$ cat config.mk
export PLATFORM = sky130hd
export DESIGN_NAME = s_array_init_gen
export DESIGN_NICKNAME = d
export VERILOG_FILES = /design/src/rtl/s_array_init_gen.sv
export SDC_FILE = /design/constraint.sdc
export NUM_CORES = 1
export LEC_CHECK = 0
export CORE_ASPECT_RATIO = 1.2
export CORE_MARGIN = 2
export CORE_UTILIZATION = 55
export DETAILED_ROUTE_END_ITERATION = 16
export HOLD_SLACK_MARGIN = 0.15
export PLACE_DENSITY_LB_ADDON = 0.08
export SETUP_SLACK_MARGIN = 0.15
export SLEW_MARGIN = 20
export SYNTH_ARGS = -nofsm -noshare
export SYNTH_HDL_FRONTEND = slang
export SYNTH_SLANG_ARGS = --single-unit
$ cat constraint.sdc
create_clock -name clk2 -period 4.4 [get_ports clk2]
set_input_delay 1.32 -clock clk2 [delete_from_list [all_inputs] [get_ports clk2]]
set_output_delay 1.32 -clock clk2 [all_outputs]
set_load 0.01 [all_outputs]
$ cat src/rtl/s_array_init_gen.sv
// RC5/RC6 S-table initialiser: streams S[i] = PW + i*QW (mod 2^W) into the S-array RAM
// over a ready/valid write port, then pulses done for the key-mixing stage.
module s_array_init_gen #(
  parameter int W     = 32,
  parameter int R_MAX = 20,
  parameter int T_MAX = 2*R_MAX+4,
  parameter int A_W   = $clog2(T_MAX),
  parameter logic [W-1:0] PW = (W == 16) ? W'(16'hB7E1) :
                               (W == 64) ? W'(64'hB7E151628AED2A6B) : W'(32'hB7E15163),
  parameter logic [W-1:0] QW = (W == 16) ? W'(16'h9E37) :
                               (W == 64) ? W'(64'h9E3779B97F4A7C15) : W'(32'h9E3779B9)
) (
  input  logic           clk2,
  input  logic           rst,
  input  logic           start,
  input  logic           mode,
  input  logic [7:0]     rounds,
  input  logic           wr_ready,
  output logic           wr_en,
  output logic [A_W-1:0] wr_addr,
  output logic [W-1:0]   wr_data,
  output logic           busy,
  output logic           done,
  output logic           err,
  output logic [A_W:0]   t_len
);

  localparam int TLW = A_W + 1;
  localparam logic [7:0] RMAX8 = 8'(R_MAX);

  typedef enum logic [1:0] {IDLE, WRITE, DONE} state_t;

  state_t         state_q, state_d;
  logic           wr_en_q, wr_en_d;
  logic [A_W-1:0] wr_addr_q, wr_addr_d;
  logic [W-1:0]   wr_data_q, wr_data_d;
  logic           busy_q, busy_d;
  logic           done_q, done_d;
  logic           err_q, err_d;
  logic [A_W:0]   t_len_q, t_len_d;

  logic           cfg_ok;
  logic [A_W:0]   cfg_len;
  logic           last_word;

  // Legal rounds keep 2r+4 within T_MAX, so the truncating cast never loses bits.
  assign cfg_ok    = (rounds != 8'd0) && (rounds <= RMAX8);
  assign cfg_len   = TLW'({rounds, 1'b0}) + (mode ? TLW'(4) : TLW'(2));
  assign last_word = ({1'b0, wr_addr_q} == (t_len_q - TLW'(1)));

  always_ff @(posedge clk2 or posedge rst) begin
    if (rst) begin
      state_q   <= IDLE;
      wr_en_q   <= 1'b0;
      wr_addr_q <= '0;
      wr_data_q <= '0;
      busy_q    <= 1'b0;
      done_q    <= 1'b0;
      err_q     <= 1'b0;
      t_len_q   <= '0;
    end else begin
      state_q   <= state_d;
      wr_en_q   <= wr_en_d;
      wr_addr_q <= wr_addr_d;
      wr_data_q <= wr_data_d;
      busy_q    <= busy_d;
      done_q    <= done_d;
      err_q     <= err_d;
      t_len_q   <= t_len_d;
    end
  end

  always_comb begin
    state_d   = state_q;
    wr_en_d   = wr_en_q;
    wr_addr_d = wr_addr_q;
    wr_data_d = wr_data_q;
    busy_d    = busy_q;
    done_d    = 1'b0;
    err_d     = 1'b0;
    t_len_d   = t_len_q;
    unique case (state_q)
      IDLE: begin
        if (start) begin
          if (cfg_ok) begin
            t_len_d   = cfg_len;
            wr_addr_d = '0;
            wr_data_d = PW;
            wr_en_d   = 1'b1;
            busy_d    = 1'b1;
            state_d   = WRITE;
          end else begin
            err_d = 1'b1;
          end
        end
      end
      WRITE: begin
        // wr_en is always high here; a stalled RAM simply freezes addr/data.
        if (wr_ready) begin
          if (last_word) begin
            wr_en_d = 1'b0;
            busy_d  = 1'b0;
            done_d  = 1'b1;
            state_d = DONE;
          end else begin
            wr_addr_d = wr_addr_q + A_W'(1);
            wr_data_d = wr_data_q + QW;
          end
        end
      end
      DONE: state_d = IDLE;
      default: state_d = IDLE;
    endcase
  end

  assign wr_en   = wr_en_q;
  assign wr_addr = wr_addr_q;
  assign wr_data = wr_data_q;
  assign busy    = busy_q;
  assign done    = done_q;
  assign err     = err_q;
  assign t_len   = t_len_q;

endmodule

==> results of run 1 <==
## state kept, by name (all words and copies together), names as in the netlist
name     cells
t_len        6
state_q      2
wr_data     32
busy         1
err          1
wr_addr      6
done         1
## placed cells by master, fill, tap and decap left out, types with 3 or more instances in the layout
cell	Yosys	final
a211o_1	3	3
a21bo_2	3	3
a21oi_1	18	18
a31oi_1	10	10
and2_1	5	5
and3_1	4	4
buf_4	3	5
clkbuf_1	4	3
clkbuf_8	0	5
clkdlybuf4s50_1	0	60
dfrtp_1	49	49
ha_1	5	5
inv_1	9	8
mux2i_1	10	10
nand2_1	34	34
nand3_1	9	9
nand4_1	3	3
nor2_1	28	28
nor2b_1	3	3
nor3_1	9	9
nor4_1	4	4
o21ai_0	31	31
o22a_1	3	3
o31a_1	3	3
o31ai_1	10	10
or2_2	3	3
or3_1	5	5
xnor2_1	5	5
xor2_1	4	4
## worst reg2reg max path: stages (launching register included)
cell      delay, ns
dfrtp_1        0.45
inv_1          0.11
ha_1           0.31
xor2_1         0.14
nand4_1        0.11
and4bb_1       0.35
a21bo_2        0.62
nand2_1        0.40
o221a_2        0.38
## cell usage after synthesis (all sizes together) (2+ instances only)
master / number / share of area [%]
dfrtp: 49 / 41
nor3: 10 / 1.8
buf: 13 / 2.6
a211oi: 2 / 0.50
a21bo: 3 / 1.0
a31oi: 10 / 2.1
nand2: 34 / 4.3
o21a: 2 / 0.50
inv: 10 / 1.3
a221o: 2 / 0.67
or2: 3 / 0.63
a211o: 3 / 0.88
nor2: 28 / 3.5
o31a: 4 / 1.2
o22a: 3 / 0.88
o21ba: 3 / 1.0
mux2i: 10 / 3.4
and4: 2 / 0.59
xnor2: 5 / 1.5
xor2: 4 / 1.2
a21o: 2 / 0.50
nor2b: 3 / 0.63
o31ai: 11 / 2.9
clkbuf: 4 / 0.50
ha: 5 / 2.1
or3: 5 / 1.0
o21bai: 2 / 0.50
nand3: 9 / 1.5
o21ai: 32 / 5.4
a21oi: 18 / 3.0
nand4: 3 / 0.63
and3: 4 / 0.84
or4: 3 / 0.88
nor4: 4 / 0.84
and2: 7 / 1.6
## stage by stage
step	hold slack (ns)	util [%]	cell area, sq um	setup WS (ns)
after floorplan	0.4726	-	2983	1.449
after global placement	0.4912	68.59	3608	0.9248
after detailed placement	0.4801	68.59	3608	0.8244
after CTS	0.4913	70.11	3689	1.114
after global routing	0.5325	70.13	3690	0.9761
final	0.4951	70.13	3690	1.109
## where the power goes
| group | switching, uW | leakage [uW] | total (uW) | internal (uW) |
|---|---|---|---|---|
| Sequential | 333 | 0.000586 | 977 | 644 |
| Clock | 140 | 0.0000395 | 254 | 113 |
| Combinational | 684 | 0.000878 | 1420 | 733 |
## logic make-up after synthesis
logic type	Yosys count	synth area share, %
mux	10	3.356
buf+inv	27	4.404
fa+ha+maj	6	2.768
flops	49	41.11
xor+xnor	9	2.642
other cells	1	0.1257
simple gates	119	19.92
compound gates	110	25.67
## layout make-up
class                   count  share of cell area, %
multi-input cells         255                  44.15
inverters                  10                  1.051
repair buffers             65                  17.29
flip-flops and latches     49                  33.23
clock buffers               8                  2.170
well taps                  62                  2.102
## routing by layer
layer	vias up	share of wire [%]	track usage (%)
li1	1327	-	-
met1	1322	41	32.09
met2	88	53	45.20
met3	13	4.4	4.202
met4	0	1.7	8.062
met5	-	0	0
## final timing paths
| path | start | end | slack (ns) | cells after the start |
|---|---|---|---|---|
| max in group asynchronous | rst | wr_data[31]$_DFFE_PP0P_ | 2.42 | 2 |
| worst min-delay path | wr_data[31]$_DFFE_PP0P_ | wr_data[31]$_DFFE_PP0P_ | 0.50 | 1 |
| min in group asynchronous | rst | done$_DFF_PP0_ | 1.48 | 2 |
| worst max register to register | t_len[1]$_DFFE_PP0P_ | wr_data[24]$_DFFE_PP0P_ | 1.41 | 8 |
| worst min register to register | wr_data[31]$_DFFE_PP0P_ | wr_data[31]$_DFFE_PP0P_ | 0.50 | 1 |
| worst max-delay path | rounds[1] | wr_addr[5]$_DFFE_PP0P_ | 1.11 | 8 |
==> results.sh, run 1 <==
export IMPL_status="completed"
export IMPL_fill_cells=431
export IMPL_hold_viol_final=0
export IMPL_htreeDepth=2
export IMPL_grt_use_total_pct=25.75
export IMPL_post_cts_resized=0
export IMPL_cts_tree="yes"
export IMPL_drive_gt1_share_pct=7.235
export IMPL_async_flop_share_pct=100.0
export IMPL_dp_cells=441
export IMPL_die_width_um=71.23
export IMPL_crit_path_end_kind="flip-flop"
export IMPL_clock_latency_ns=0.30
export IMPL_multi_input_area_sq_um=1629
export IMPL_io_buffers=60
export IMPL_routed_wl_mm=7.366
export IMPL_numCtsBuffers=5
export IMPL_instances_no_fill=449
export IMPL_finalPower_uw=2648
export IMPL_ant_nets=0
export IMPL_fin_crit_sh_pct=74.80
export IMPL_synth_edf_count=0
export IMPL_synth_warnings=0
export IMPL_worst_slew_pin_slew_ns=0.8410
export IMPL_maxSlewViolCount=0
export IMPL_first_iter_violations=143
export IMPL_grt_pass1_wl_mm=12.69
export IMPL_routed_via_density=6.125
export IMPL_slew_limit_headroom_pct=43.87
export IMPL_regArea_sq_um=1226
export IMPL_holdCritPathClass="flip-flop to flip-flop"
export IMPL_critical_path_required_ns=4.62
export IMPL_place_hpwl_mm=5.301
export IMPL_cts_root_buf="clkbuf_8"
export IMPL_critPathMaxFanout=10
export IMPL_start_util_pct=56.69
export IMPL_post_drt_wl_per_cell_um=16.41
export IMPL_path_class="input port to flip-flop"
export IMPL_period_minus_slack_ns=3.291
export IMPL_grt_max_degree=50
export IMPL_antenna_found_initial=0
export IMPL_gr_total_overflow=0
export IMPL_cts_sinks=49
export IMPL_grt_pass1_vias=2737
export IMPL_leakagePower_uw=0.001503
export IMPL_syn_inst=331
export IMPL_cp_num_buf_inv=2
export IMPL_crit_arrival_ns=3.51
export IMPL_power_density_nw_per_um2=717.6
export IMPL_ir_worst_vdd_v=0.0004500
export IMPL_start_kind="input port"
export IMPL_dr_pass1_iters=4
export IMPL_cts_path_max_buffers=2
export IMPL_pin_count=62
export IMPL_n_antenna_cell=0
export IMPL_ys_dominant_reg_cell="dfrtp_1"
export IMPL_rsz0062_at_grt="false"
export IMPL_clk_pin_slew_ns=0.08
export IMPL_postCtsSetupBuffers=0
export IMPL_synthToLayoutAreaGrowth_pct=23.70
export IMPL_max_freq_mhz=303.8
export IMPL_crit_slowest_cell="or4_1"
export IMPL_final_nets=405
export IMPL_cpPeakStageDelay_ns=0.54
export IMPL_dieArea_sq_um=6031
export IMPL_cts_hold_buffers=0
export IMPL_syn_avg_cell_area_sq_um=9.012
export IMPL_skew_ns=0.009354
export IMPL_synth_distinct_cells=65
export IMPL_core_sq_um=5261
export IMPL_die_h_um=84.67
export IMPL_vias=2750
export IMPL_cap_violations=0
export IMPL_synth_seq_area_share_pct=41.11
export IMPL_cpLargestDelayFamily="simple AND/OR/NAND/NOR gates"
export IMPL_gp_congestion=0.8556
export IMPL_crit_chain="clkdlybuf4s50_1 > or4_1 > o21ai_0 > a21oi_1 > and2_1 > buf_4 > nor4_1 > o21bai_1"
export IMPL_synthesis_area_sq_um=2983
export IMPL_num_rows=29
export IMPL_finalSetupViolations=0
export IMPL_setup_tns_final_ns=0
export IMPL_yosys_register_bits=49
export IMPL_syn_num_nets=350
export IMPL_drc=0
(Power assumes the default switching activity.)
==> run 2, diff against run 1 <==
- CORE_UTILIZATION: 55 -> 52
- clock period: 4.4 -> 3.4 ns (I/O delays scaled with it)
==> results.sh, run 2 (same netlist as run 1, synthesis figures left out) <==
export IMPL_status="completed"
export IMPL_finalSetupViolations=0
export IMPL_max_freq_mhz=328.8
export IMPL_post_drt_wl_per_cell_um=15.83
export IMPL_instances_no_fill=454
export IMPL_startpoint="rounds[3]"
export IMPL_maxSlewViolCount=0
export IMPL_hold_viol_final=0
export IMPL_clock_latency_ns=0.30
export IMPL_worst_slack_ns=0.3590
export IMPL_drive_gt1_share_pct=8.462
export IMPL_gp_congestion=0.8197
export IMPL_post_cts_resized=0
export IMPL_die_h_um=86.97
export IMPL_grt_pass1_wl_mm=12.50
export IMPL_leakagePower_uw=0.001522
export IMPL_start_util_pct=53.33
export IMPL_dr_pass1_iters=4
export IMPL_power_density_nw_per_um2=924.0
export IMPL_pin_count=62
export IMPL_grt_busiest_layer="met2"
export IMPL_cap_violations=0
export IMPL_n_antenna_cell=0
export IMPL_routed_wl_mm=7.188
export IMPL_grtUsageMet3_pct=3.704
export IMPL_crit_slowest_cell="and2_1"
export IMPL_period_minus_slack_ns=3.041
export IMPL_critPathMaxFanout=16
export IMPL_fill_cells=477
export IMPL_regArea_sq_um=1226
export IMPL_cts_path_max_buffers=2
export IMPL_numCtsBuffers=5
export IMPL_crit_path_end_kind="flip-flop"
export IMPL_final_area_sq_um=3716
export IMPL_path_class="input port to flip-flop"
export IMPL_skew_ns=0.009634
export IMPL_first_iter_violations=133
export IMPL_ant_nets=0
export IMPL_rsz0062_at_grt="false"
export IMPL_met1_usage_pct=31.65
export IMPL_io_buffers=60
export IMPL_largest_reg_flops=32
export IMPL_layout_commonest_cell="clkdlybuf4s50_1"
export IMPL_dieArea_sq_um=6361
export IMPL_crit_chain="clkdlybuf4s50_1 > or4_1 > o21ai_0 > a21oi_1 > and2_1 > nor2_1 > buf_4 > a221o_1"
export IMPL_endpoint="wr_data[18]$_DFFE_PP0P_"
export IMPL_dpl_instance_area_sq_um=3633
export IMPL_slew_limit_headroom_pct=58.53
export IMPL_cts_root_buf="clkbuf_8"
export IMPL_setup_tns_final_ns=0
export IMPL_gr_total_overflow=0
export IMPL_grt_max_degree=50
export IMPL_cts_tree="yes"
export IMPL_ir_worst_vdd_v=0.0004324
export IMPL_place_ws_ns=0.04684
export IMPL_crit_arrival_ns=3.24
export IMPL_core_sq_um=5593
export IMPL_die_width_um=73.14
export IMPL_grt_pass1_vias=2715
export IMPL_routed_via_density=6.024
export IMPL_worst_slew_pin_slew_ns=0.6221
export IMPL_r2r_slack_ns=0.80
export IMPL_gr_usage_met2_pct=42.01
export IMPL_grt_use_total_pct=24.67
export IMPL_vias=2735
export IMPL_worstReg2RegStart="t_len[1]$_DFFE_PP0P_"
export IMPL_num_rows=30
export IMPL_worstReg2RegEnd="wr_data[26]$_DFFE_PP0P_"
export IMPL_multi_input_area_sq_um=1629
export IMPL_critical_path_required_ns=3.60
export IMPL_place_hpwl_mm=5.026
export IMPL_cts_sinks=49
export IMPL_postCtsSetupBuffers=0
export IMPL_final_cell_mix="60 x clkdlybuf4s50_1, 49 x dfrtp_1, 34 x nand2_1"
export IMPL_cpPeakStageDelay_ns=0.56
export IMPL_synthToLayoutAreaGrowth_pct=24.58
export IMPL_antenna_found_initial=0
export IMPL_start_kind="input port"
export IMPL_clk_pin_slew_ns=0.10
export IMPL_cts_hold_buffers=0
export IMPL_rr_worst_depth=9
export IMPL_fin_crit_sh_pct=89.44
export IMPL_dp_cells=446
export IMPL_holdCritPathClass="flip-flop to flip-flop"
export IMPL_drc=0
export IMPL_htreeDepth=2
export IMPL_final_nets=408
==> run 2: cell count changes in the layout (fill, tap and decap cells not counted) <==
cell and delta:
buf_4 +3, clkbuf_1 -2, clkinv_2 +1, inv_2 +1
==> run 2: cell type report <==
class	instances	share of cell area (%)
Sequential cell	49	33.00
Clock inverter	2	0.2694
Timing Repair Buffer	68	17.78
Tap cell	64	2.155
Multi-Input combinational cell	255	43.84
Clock buffer	6	1.953
Inverter	10	1.010
==> run 2: per-stage QoR <==
| stage | total power (uW) | hold WS [ns] | util [%] |
|---|---|---|---|
| floorplan | 2309 | 0.4726 | - |
| finish | 3434 | 0.5022 | 66.44 |
| detailed placement | 3094 | 0.4909 | 64.97 |
| global placement | 3062 | 0.4934 | 64.97 |
| global route | 3730 | 0.5299 | 66.44 |
| CTS | 3443 | 0.5040 | 66.44 |
==> run 2: how the worst min path moves through the flow <==
stage	startpoint	to	slack (ns)	cells after the start
floorplan	state_q[0]$_DFFE_PP0P_	busy$_DFFE_PP0P_	0.47	1
global placement	wr_data[31]$_DFFE_PP0P_	wr_data[31]$_DFFE_PP0P_	0.49	1
detailed placement	wr_data[31]$_DFFE_PP0P_	wr_data[31]$_DFFE_PP0P_	0.49	1
CTS	wr_data[31]$_DFFE_PP0P_	wr_data[31]$_DFFE_PP0P_	0.50	1
global route	wr_data[31]$_DFFE_PP0P_	wr_data[31]$_DFFE_PP0P_	0.53	1
finish	wr_data[31]$_DFFE_PP0P_	wr_data[31]$_DFFE_PP0P_	0.50	1
==> run 2: power breakdown <==
part | internal [uW] | switching, uW | leakage, uW | total, uW
Sequential | 833 | 421 | 0.000586 | 1250
Clock | 143 | 199 | 0.0000450 | 342
Combinational | 955 | 882 | 0.000891 | 1840
==> run 2: worst max-delay path, delay by kind of cell <==
| family | cells | cell delay (ns) |
|---|---|---|
| buf+inv | 2 | 0.74 |
| compound gates | 3 | 0.70 |
| simple gates | 3 | 0.77 |
==> run 2: per-layer routing <==
| metal | routed length (um) | part of all wire, % |
|---|---|---|
| met1 | 3150 | 44 |
| met2 | 3670 | 51 |
| met5 | 0 | 0 |
| met3 | 260 | 3.6 |
| met4 | 107 | 1.5 |
